$ cat config.mk
export PLATFORM = sky130hd
export DESIGN_NAME = tetris_board_engine
export DESIGN_NICKNAME = d
export VERILOG_FILES = /design/src/rtl/tetris_pkg.sv /design/src/rtl/tetris_lfsr.sv /design/src/rtl/tetris_board_engine.sv
export SDC_FILE = /design/constraint.sdc
export NUM_CORES = 1
export LEC_CHECK = 0
export CORE_ASPECT_RATIO = 0.7
export CORE_UTILIZATION = 55
export DETAILED_ROUTE_END_ITERATION = 8
export GPL_TIMING_DRIVEN = 1
export PLACE_DENSITY = 0.83
export SYNTH_ARGS = -nofsm -noshare
export SYNTH_HDL_FRONTEND = slang
export SYNTH_SLANG_ARGS = --single-unit
$ cat constraint.sdc
create_clock -name clka -period 7.2 [get_ports clka]
set_input_delay 0.72 -clock clka [delete_from_list [all_inputs] [get_ports clka]]
set_output_delay 0.72 -clock clka [all_outputs]
set_load 0.03 [all_outputs]
$ cat src/rtl/tetris_pkg.sv
// tetris_pkg: state/move encodings, generator taps and 2x2 piece masks for tetris_board_engine
package tetris_pkg;
  typedef enum logic [2:0] {
    S_IDLE  = 3'd0,
    S_GEN   = 3'd1,
    S_MOVE  = 3'd2,
    S_LAND  = 3'd3,
    S_CLEAR = 3'd4,
    S_OVER  = 3'd5
  } state_t;
  localparam logic [1:0] MV_NOP   = 2'd0;
  localparam logic [1:0] MV_LEFT  = 2'd1;
  localparam logic [1:0] MV_RIGHT = 2'd2;
  localparam logic [1:0] MV_ROT   = 2'd3;
  localparam logic [7:0] LFSR_TAPS = 8'hB8;
  // mask bit r*2+c inside the box; a clockwise turn sends (r,c) to (c,1-r)
  function automatic logic [3:0] rot_cw(input logic [3:0] m);
    return {m[1], m[3], m[0], m[2]};
  endfunction
  function automatic logic [3:0] piece_mask(input logic [1:0] t, input logic [1:0] r);
    logic [3:0] m;
    m = t == 2'd0 ? 4'b0011 : t == 2'd1 ? 4'b1101 : t == 2'd2 ? 4'b1111 : 4'b0001;
    for (int i = 0; i < 3; i++) if (i < int'(r)) m = rot_cw(m);
    return m;
  endfunction
endpackage

$ cat src/rtl/tetris_lfsr.sv
// tetris_lfsr: 8-bit Galois LFSR (x^8+x^6+x^5+x^4+1) stepping every cycle, low bits pick the next piece
module tetris_lfsr
  import tetris_pkg::*;
#(
  parameter logic [7:0] SEED = 8'hA5
) (
  input  logic       clka,
  input  logic       restart_n,
  output logic [1:0] spawn_type
);
  logic [7:0] lfsr_q, lfsr_d;
  assign lfsr_d = {1'b0, lfsr_q[7:1]} ^ (lfsr_q[0] ? LFSR_TAPS : 8'h00);
  always_ff @(posedge clka or negedge restart_n)
    if (!restart_n) lfsr_q <= SEED;
    else lfsr_q <= lfsr_d;
  assign spawn_type = lfsr_q[1:0];
endmodule

$ cat src/rtl/tetris_board_engine.sv
// tetris_board_engine: falling 2x2-piece board with row clearing; TETRIS_SCORE_EN adds the cleared-row counter
module tetris_board_engine
  import tetris_pkg::*;
#(
  parameter int         BOARD_W   = 4,
  parameter int         BOARD_H   = 8,
  parameter logic [7:0] LFSR_SEED = 8'hA5
) (
  input  logic                         clka,
  input  logic                         restart_n,
  input  logic                         start,
  input  logic                         move_valid,
  input  logic [1:0]                   move,
  output logic                         move_ready,
  input  logic                         drop_tick,
  output logic [BOARD_W*BOARD_H-1:0]   board_out,
  output logic [2:0]                   state_out,
  output logic [1:0]                   piece_out,
  output logic [1:0]                   rot_out,
  output logic [$clog2(BOARD_H)-1:0]   row_out,
  output logic [$clog2(BOARD_W)-1:0]   col_out,
  output logic                         rejected,
  output logic [15:0]                  lines_cleared
);
  localparam int N  = BOARD_W * BOARD_H;
  localparam int RW = $clog2(BOARD_H);
  localparam int CW = $clog2(BOARD_W);
  typedef logic [N-1:0] board_t;
  localparam board_t ONES     = '1;
  localparam board_t ROW_ONES = ONES >> (N - BOARD_W);
  state_t          state_q, state_d;
  board_t          board_q, board_d;
  logic [1:0]      piece_q, piece_d, rot_q, rot_d;
  logic [RW-1:0]   row_q, row_d, scan_q, scan_d;
  logic [CW-1:0]   col_q, col_d;
  logic            rej_q, rej_d;
  logic [1:0]      spawn_type;
  logic [3:0]      cur_mask, spawn_mask, try_mask;
  int              try_c;
  logic            accept, row_full;
  board_t          active, collapsed;
  function automatic board_t place(input logic [3:0] m, input int r, input int c);
    board_t p;
    p = '0;
    for (int i = 0; i < 4; i++) if (m[i]) p |= board_t'(1) << ((r + i / 2) * BOARD_W + c + i % 2);
    return p;
  endfunction
  // single legality test shared by spawn, drop, shift and rotate
  function automatic logic fits(input board_t b, input logic [3:0] m, input int r, input int c);
    return r >= 0 && r <= BOARD_H - 2 && c >= 0 && c <= BOARD_W - 2 && (place(m, r, c) & b) == '0;
  endfunction
  tetris_lfsr #(.SEED(LFSR_SEED)) u_lfsr (
    .clka       (clka),
    .restart_n  (restart_n),
    .spawn_type (spawn_type)
  );
  assign cur_mask   = piece_mask(piece_q, rot_q);
  assign spawn_mask = piece_mask(spawn_type, 2'd0);
  assign try_mask   = move == MV_ROT ? rot_cw(cur_mask) : cur_mask;
  assign try_c      = int'(col_q) + (move == MV_LEFT ? -1 : move == MV_RIGHT ? 1 : 0);
  assign active     = place(cur_mask, int'(row_q), int'(col_q));
  assign accept     = move_valid && move_ready;
  assign row_full   = ((board_q >> (int'(scan_q) * BOARD_W)) & ROW_ONES) == ROW_ONES;
  // rows above the scanned one slide down a row; the scanned row falls out
  assign collapsed  = (board_q & (ONES << ((int'(scan_q) + 1) * BOARD_W)))
                    | ((board_q & ~(ONES << (int'(scan_q) * BOARD_W))) << BOARD_W);
  always_ff @(posedge clka or negedge restart_n)
    if (!restart_n) begin
      state_q <= S_IDLE;
      board_q <= '0;
      piece_q <= '0;
      rot_q   <= '0;
      row_q   <= '0;
      col_q   <= '0;
      scan_q  <= '0;
      rej_q   <= 1'b0;
    end else begin
      state_q <= state_d;
      board_q <= board_d;
      piece_q <= piece_d;
      rot_q   <= rot_d;
      row_q   <= row_d;
      col_q   <= col_d;
      scan_q  <= scan_d;
      rej_q   <= rej_d;
    end
  always_comb begin
    state_d = state_q;
    board_d = board_q;
    piece_d = piece_q;
    rot_d   = rot_q;
    row_d   = row_q;
    col_d   = col_q;
    scan_d  = scan_q;
    rej_d   = 1'b0;
    case (state_q)
      S_IDLE: state_d = start ? S_GEN : S_IDLE;
      S_GEN: begin
        piece_d = spawn_type;
        rot_d   = '0;
        row_d   = '0;
        col_d   = CW'(BOARD_W / 2 - 1);
        state_d = fits(board_q, spawn_mask, 0, BOARD_W / 2 - 1) ? S_MOVE : S_OVER;
      end
      S_MOVE:
        if (drop_tick) begin
          if (fits(board_q, cur_mask, int'(row_q) + 1, int'(col_q))) row_d = row_q + 1'b1;
          else state_d = S_LAND;
        end else if (accept) begin
          if (fits(board_q, try_mask, int'(row_q), try_c)) begin
            col_d = CW'(try_c);
            rot_d = move == MV_ROT ? rot_q + 1'b1 : rot_q;
          end else rej_d = 1'b1;
        end
      S_LAND: begin
        board_d = board_q | active;
        scan_d  = RW'(BOARD_H - 1);
        state_d = S_CLEAR;
      end
      S_CLEAR:
        if (row_full) board_d = collapsed;
        else if (scan_q == '0) state_d = S_GEN;
        else scan_d = scan_q - 1'b1;
      S_OVER:
        if (start) begin
          board_d = '0;
          state_d = S_GEN;
        end
      default: state_d = S_IDLE;
    endcase
  end
  always_comb begin
    move_ready = state_q == S_MOVE && !drop_tick;
    board_out  = state_q == S_OVER ? ONES : (state_q == S_MOVE || state_q == S_LAND) ? board_q | active : board_q;
  end
  assign state_out = state_q;
  assign piece_out = piece_q;
  assign rot_out   = rot_q;
  assign row_out   = row_q;
  assign col_out   = col_q;
  assign rejected  = rej_q;
`ifdef TETRIS_SCORE_EN
  logic [15:0] lines_q, lines_d;
  always_comb
    lines_d = (state_q == S_OVER && start) ? 16'd0
            : (state_q == S_CLEAR && row_full && lines_q != 16'hFFFF) ? lines_q + 16'd1 : lines_q;
  always_ff @(posedge clka or negedge restart_n)
    if (!restart_n) lines_q <= '0;
    else lines_q <= lines_d;
  assign lines_cleared = lines_q;
`else
  assign lines_cleared = '0;
`endif
endmodule

# Word level (Yosys, flattened, before mapping)
# Cells that the tools add are included.
# classes
shifts	13
n_addsub	17
mux	82
n_bitwise	18
reduce_logical	26
n_lt_le_gt_ge	9
n_eq_ne	25
# ops
cell	n
$mux 32	38
$or 32x32->32	11
$shl 1x32->32 const A	9
$add 32x2->32 const B	4
$and 32x32->32	4
$logic_not 32->1	3
$pmux 32 s3	1
$add 32x3->32	2
$ge 32x1->1 const B	2
$mux 4	10
$mux 3	11
$add 3x32->32	1
$add 6x32->32	1
$add 7x32->32	1
$le 32x3->1 const B	1
$le 32x4->1 const B	1
$shl 1x7->32 const A	1
$shl 32x5->28 const A	1
$shl 32x6->32 const A	1
$shr 32x5->4	1
$add 30x2->30 const B	1
$and 28x28->28	1
$not 28->28	1
$ne 2x2->1 const B	12
other kinds (35)	71
# word_totals
out_inout_bits	62
ff_bits	56
in_bits	7
wordCells	199

# Depth between registers and ports, before layout
# depth
ltp_word	34
ltp_mapped	23
ltp_nobuf	21

# Modules after synthesis
# A second synthesis with hierarchy kept.
# unflattened
cells_unflattened	1304
area_unflattened_um2	8912.3
# by_module_without_submodules
module	area_per_inst_um2	instances	cells_each	seq_area_each_um2
tetris_board_engine	8665.8	1	1291	1201.2
tetris_lfsr	246.5	1	13	205.2

# Worst setup path before layout
# No wires, ideal clock.
# synth_timing
kind	reg2reg
from	register row_q[0], in the netlist row_out[0]
to	register col_q[1], in the netlist col_out[1]
period_less_slack_ns	6.081
t_arrival_ns	5.955
path_stages_with_launch	22
setup_ns	0.126
path_slack_ns	1.119
required_time_ns	7.074
cell_sequence	dfrtp_1 > clkbuf_1 > clkbuf_1 > inv_1 > clkbuf_1 > ha_1 > buf_1 > inv_1 > clkbuf_1 > fa_1 > clkbuf_1 > inv_1 > nor3_2 > nand3_1 > or4_1 > a32oi_1 > nand2_2 > o32a_1 > o31a_1 > o211ai_4 > nor3_2 > a311o_1
# synth_via
elab_chain_cells	26
elab_cells_between_ends	36
classes_between	add/sub: 5; order compare: 1; eq/ne: 1; shift: 4; mux: 16; bitwise: 4; reduce/logical: 5
# synth_rtl
element	line_no	source
start: declaration	tetris_board_engine.sv:34	logic [RW-1:0] row_q, row_d, scan_q, scan_d;
start signal: assignment	tetris_board_engine.sv:82	row_q <= row_d;
parallel branches: the longest is 23 deep, another holds $add 6x32->32	--	
$logic_and 1x1->1 (*)	tetris_board_engine.sv:50	return r >= 0 && r <= BOARD_H - 2 && c >= 0 && c <= BOARD_W - 2 && (place(m, r, c) & b) == '0;
$ne 2x2->1 (no source line) (*)	--	
$reduce_and 4->1 (no source line) (*)	--	
end signal: assignment	tetris_board_engine.sv:83	col_q <= col_d;
end: declaration	tetris_board_engine.sv:35	logic [CW-1:0] col_q, col_d;
# Mark *: on every way between the ends. The select of a mux whose other input is x is not followed.
# A chain may end at the register's enable or synchronous reset.

# Final worst setup path
# layout_timing
from	input port move[1]
to	register col_q[1], in the netlist col_out[1]
# layout_via
elab_chain_cells	30
elab_cells_between_ends	47
classes_between	add/sub: 5; order compare: 2; eq/ne: 4; shift: 4; mux: 23; bitwise: 4; reduce/logical: 5
# layout_rtl
element	line_no	source
start: declaration	tetris_board_engine.sv:13	input logic [1:0] move,
parallel branches: the longest is 30 deep, another holds $add 3x32->32	--	
# Several ways; the timed one is not identified. The select of a mux whose other input is x is not followed.

==> impl_results.md <==
- CTS Hold Bufs: 0
- Register Area: around 0.0014 mm^2
- Crit path DAT: 6.59 ns
- LEAKAGE: around 3.6 nW
- Die Ht: roughly 110 um
- Core Area: ~0.016 mm^2
- Status: finished, violations left
- Worst VDD drop: 0.341 mV
- Hpwl dp: between 20000 and 30000 um
- Final GP Congestion: about 1.1
- Fraction of layout instances using a drive strength above 1: under 10%
- Die ar.: 0.0168 mm^2
- Top Ports: 69
- Post-route cell area: about 0.0096 mm^2
- Die W: 154 um
- Failing checks: DRC
- Post-synthesis cell count: ~1200
- Post-Syn Area: ~0.009 mm^2
- DRT Pass-1 Iters: 9
- Htree depth: 2
- Syn_area_per_cell: 7.15 um^2
- Yosys warning total: 0
- Post-place setup slack: slightly above 0.6 ns
- Longest Clk Path Bufs: 2
- Post-synth ARST share: 100%
- PwrDens: approximately 280 mW/mm^2
- Area growth syn-to-layout: 7.19%
- Vias: ~11000
- Clock Sinks: 56
- Number of setup buffers added after CTS: 0
- Startpoint type of the worst setup path: input port
- Final wirelength: approximately 40000 um
- Initial antenna violation count: 0
- Number of port buffers: 52
- # Max-Cap Violations: 0
- Total gr overflow: 0
- Initial Utilization: between 50 and 60%
- Largest net degree at the start of global routing: 57
- Final setup viols: 0
- CP endpoint kind: register
- Vias per cell: approximately 7.7
- CTS buffer count: 5
- Yosys reg bits: 56
- Sequential area share after synthesis: between 15 and 20%
- Root Driver: clkbuf_16
- First-pass GRT wire length: about 59000 um
- Placed Area: ~0.0094 mm^2
- Slew HR: a little under an eighth
- Crit Path Max Fanout: 12
- Tcrit/Tclk final: approximately nine tenths
- Post-detailed-route count of antenna-violating nets: 0
- Fillers: 1476
- Layout Utilization: between 60% and 70%
- WHS: ~0.36 ns
- Final hold violations: 0
- Slew @ Worst Pin: between 1 and 1.5 ns
- Row count: 38
- TNS Setup: 0 ns
- Unrepaired setup endpoints after global routing: false
- Nets: roughly 1300
- DRC violation total after the first TritonRoute iteration: 2222
- Final worst slack: between 0.8 and 0.9 ns
- Ys flop type: dfrtp_1
- Area of the multi-input gates: 0.00690 mm^2
- TritonCTS clock tree: yes
- Worst EP required: about 7.4 ns
- Worst Hold Class: register to register
- Setup Skew: 0.0148 ns
- Fmax: about 160 MHz
- Clock transition at path regs: 0.09 ns
- Post-synth EDFFs: 0
- Cts repair resizes: 0
- Synth area leader: dfrtp_1
- Synth top area cells: dfrtp_1 (15%), ha_1 (6.0%), nand2_1 (4.5%), nor2_1 (4.3%), o22ai_1 (4.0%)
- Distinct cells, synth: 96
- Synth top area share: between 10% and 20%
- Clock Latency Late Sink: 0.32 ns
- Tot GR Track Use: a little under half
- Final Slew Violations: 0
- Crit path kind: input port to register
- WL per Instance: between 20 and 30 um
- Number of global-route vias before repair: between 9000 and 10000
- Post-route DRC violation count: 3
- Fin crit period: between 6 and 7 ns
==> path summary, 6_finish.rpt <==
path	startpoint	to	slack [ns]	cells after the start
worst max-delay path	move[1]	col_out[1]	0.82	19
worst min-delay path	u_lfsr.lfsr_q[3]	u_lfsr.lfsr_q[2]	0.36	0
worst max register to register	row_out[1]	col_out[1]	1.35	14
worst min register to register	u_lfsr.lfsr_q[3]	u_lfsr.lfsr_q[2]	0.36	0
max in group asynchronous	restart_n	board_q[24]	6.11	2
min in group asynchronous	restart_n	board_q[5]	0.55	2
==> sequential cells by signal (all words and copies together) (netlist names) <==
| register | count |
|---|---|
| state_out | 3 |
| col_out | 2 |
| rejected | 1 |
| board_q | 32 |
| piece_out | 2 |
| row_out | 3 |
| rot_out | 2 |
| u_lfsr.lfsr_q | 8 |
| scan_q | 3 |
==> synthesized netlist by cell type, types with 22 or more instances <==
master    number
clkbuf_1      85
o31ai_1       22
ha_1          43
inv_1         32
and3_1        24
a21oi_1       56
o21ai_0       69
a22oi_1       41
nor3_1        60
nor4_1        29
nand3_1       39
o22ai_1       57
nand2_1      107
nand4_1       28
a22o_1        32
nor2_1       102
dfrtp_1       52
==> cell families (layout without fill, tap and decap cells) <==
family	Yosys count	in the layout	share of synthesized area (%)
multiplexers	20	20	2.73
other	1	18	0.0420
AO/OA/AOI/OAI	440	440	35.2
adder cells (fa/ha/maj)	45	45	6.47
AND/OR/NAND/NOR	498	498	28.8
flip-flops	56	56	15.7
buffers and inverters	162	123	7.75
XOR/XNOR	27	27	3.21
==> cell type report <==
class                           count  area share, %
Multi-Input combinational cell   1046           72.1
Sequential cell                    56           14.7
Timing Repair Buffer               81           7.66
Tap cell                          200           2.61
Inverter                           34           1.33
Clock buffer                        5           1.31
Clock inverter                      3          0.288
Antenna cell                        2         0.0523
==> critical path, cell delays in order <==
cell and delay, ns:
clkdlybuf4s50_1 0.48, inv_1 0.06, ha_1 0.27, inv_1 0.05
ha_1 0.18, o21ai_1 0.45, ha_1 0.42, inv_2 0.23
ha_1 0.36, a21o_1 0.21, a2bb2oi_1 0.49, o221ai_1 0.23
or4_1 0.54, a32oi_1 0.25, nand2_2 0.15, o32a_1 0.38
o2111ai_1 0.56, nor3_2 0.16, a311o_1 0.39
==> where the power goes <==
group | internal (mW) | switching, mW
Combinational | 0.596 | 1.35
Clock | 0.133 | 0.143
Sequential | 0.349 | 0.0987
==> layer usage <==
layer | GRT usage [%] | wire length [um]
met3 | 23.8 | 7290
met4 | 15.1 | 1500
met1 | 65.6 | 16200
met2 | 61.0 | 14800
met5 | 2.08 | 45
==> per-stage QoR <==
step,total power [mW],std cells
floorplan,1.65,1264
global placement,2.27,1417
detailed placement,2.29,1417
CTS,2.56,1425
global route,2.77,1425
finish,2.67,1427
==> placed cells by master (no fill, tap or decap), types with 9 or more instances in the layout <==
cell,count
a22oi_1,41
clkdlybuf4s50_1,51
and3_1,24
a21oi_1,56
o22ai_1,57
conb_1,16
a32oi_1,11
buf_4,29
o31ai_1,22
o21ai_0,69
nor3_1,60
nand2b_1,21
nor4_1,28
ha_1,43
a211oi_1,17
nand4_1,28
a211o_1,11
nor2_1,102
o32ai_1,13
dfrtp_1,52
o211ai_1,9
mux2i_1,12
nand2_1,107
xnor2_1,15
a22o_1,32
nand3_1,39
nor2b_1,18
inv_1,32
No activity file was read; power rests on OpenSTA's default activity.
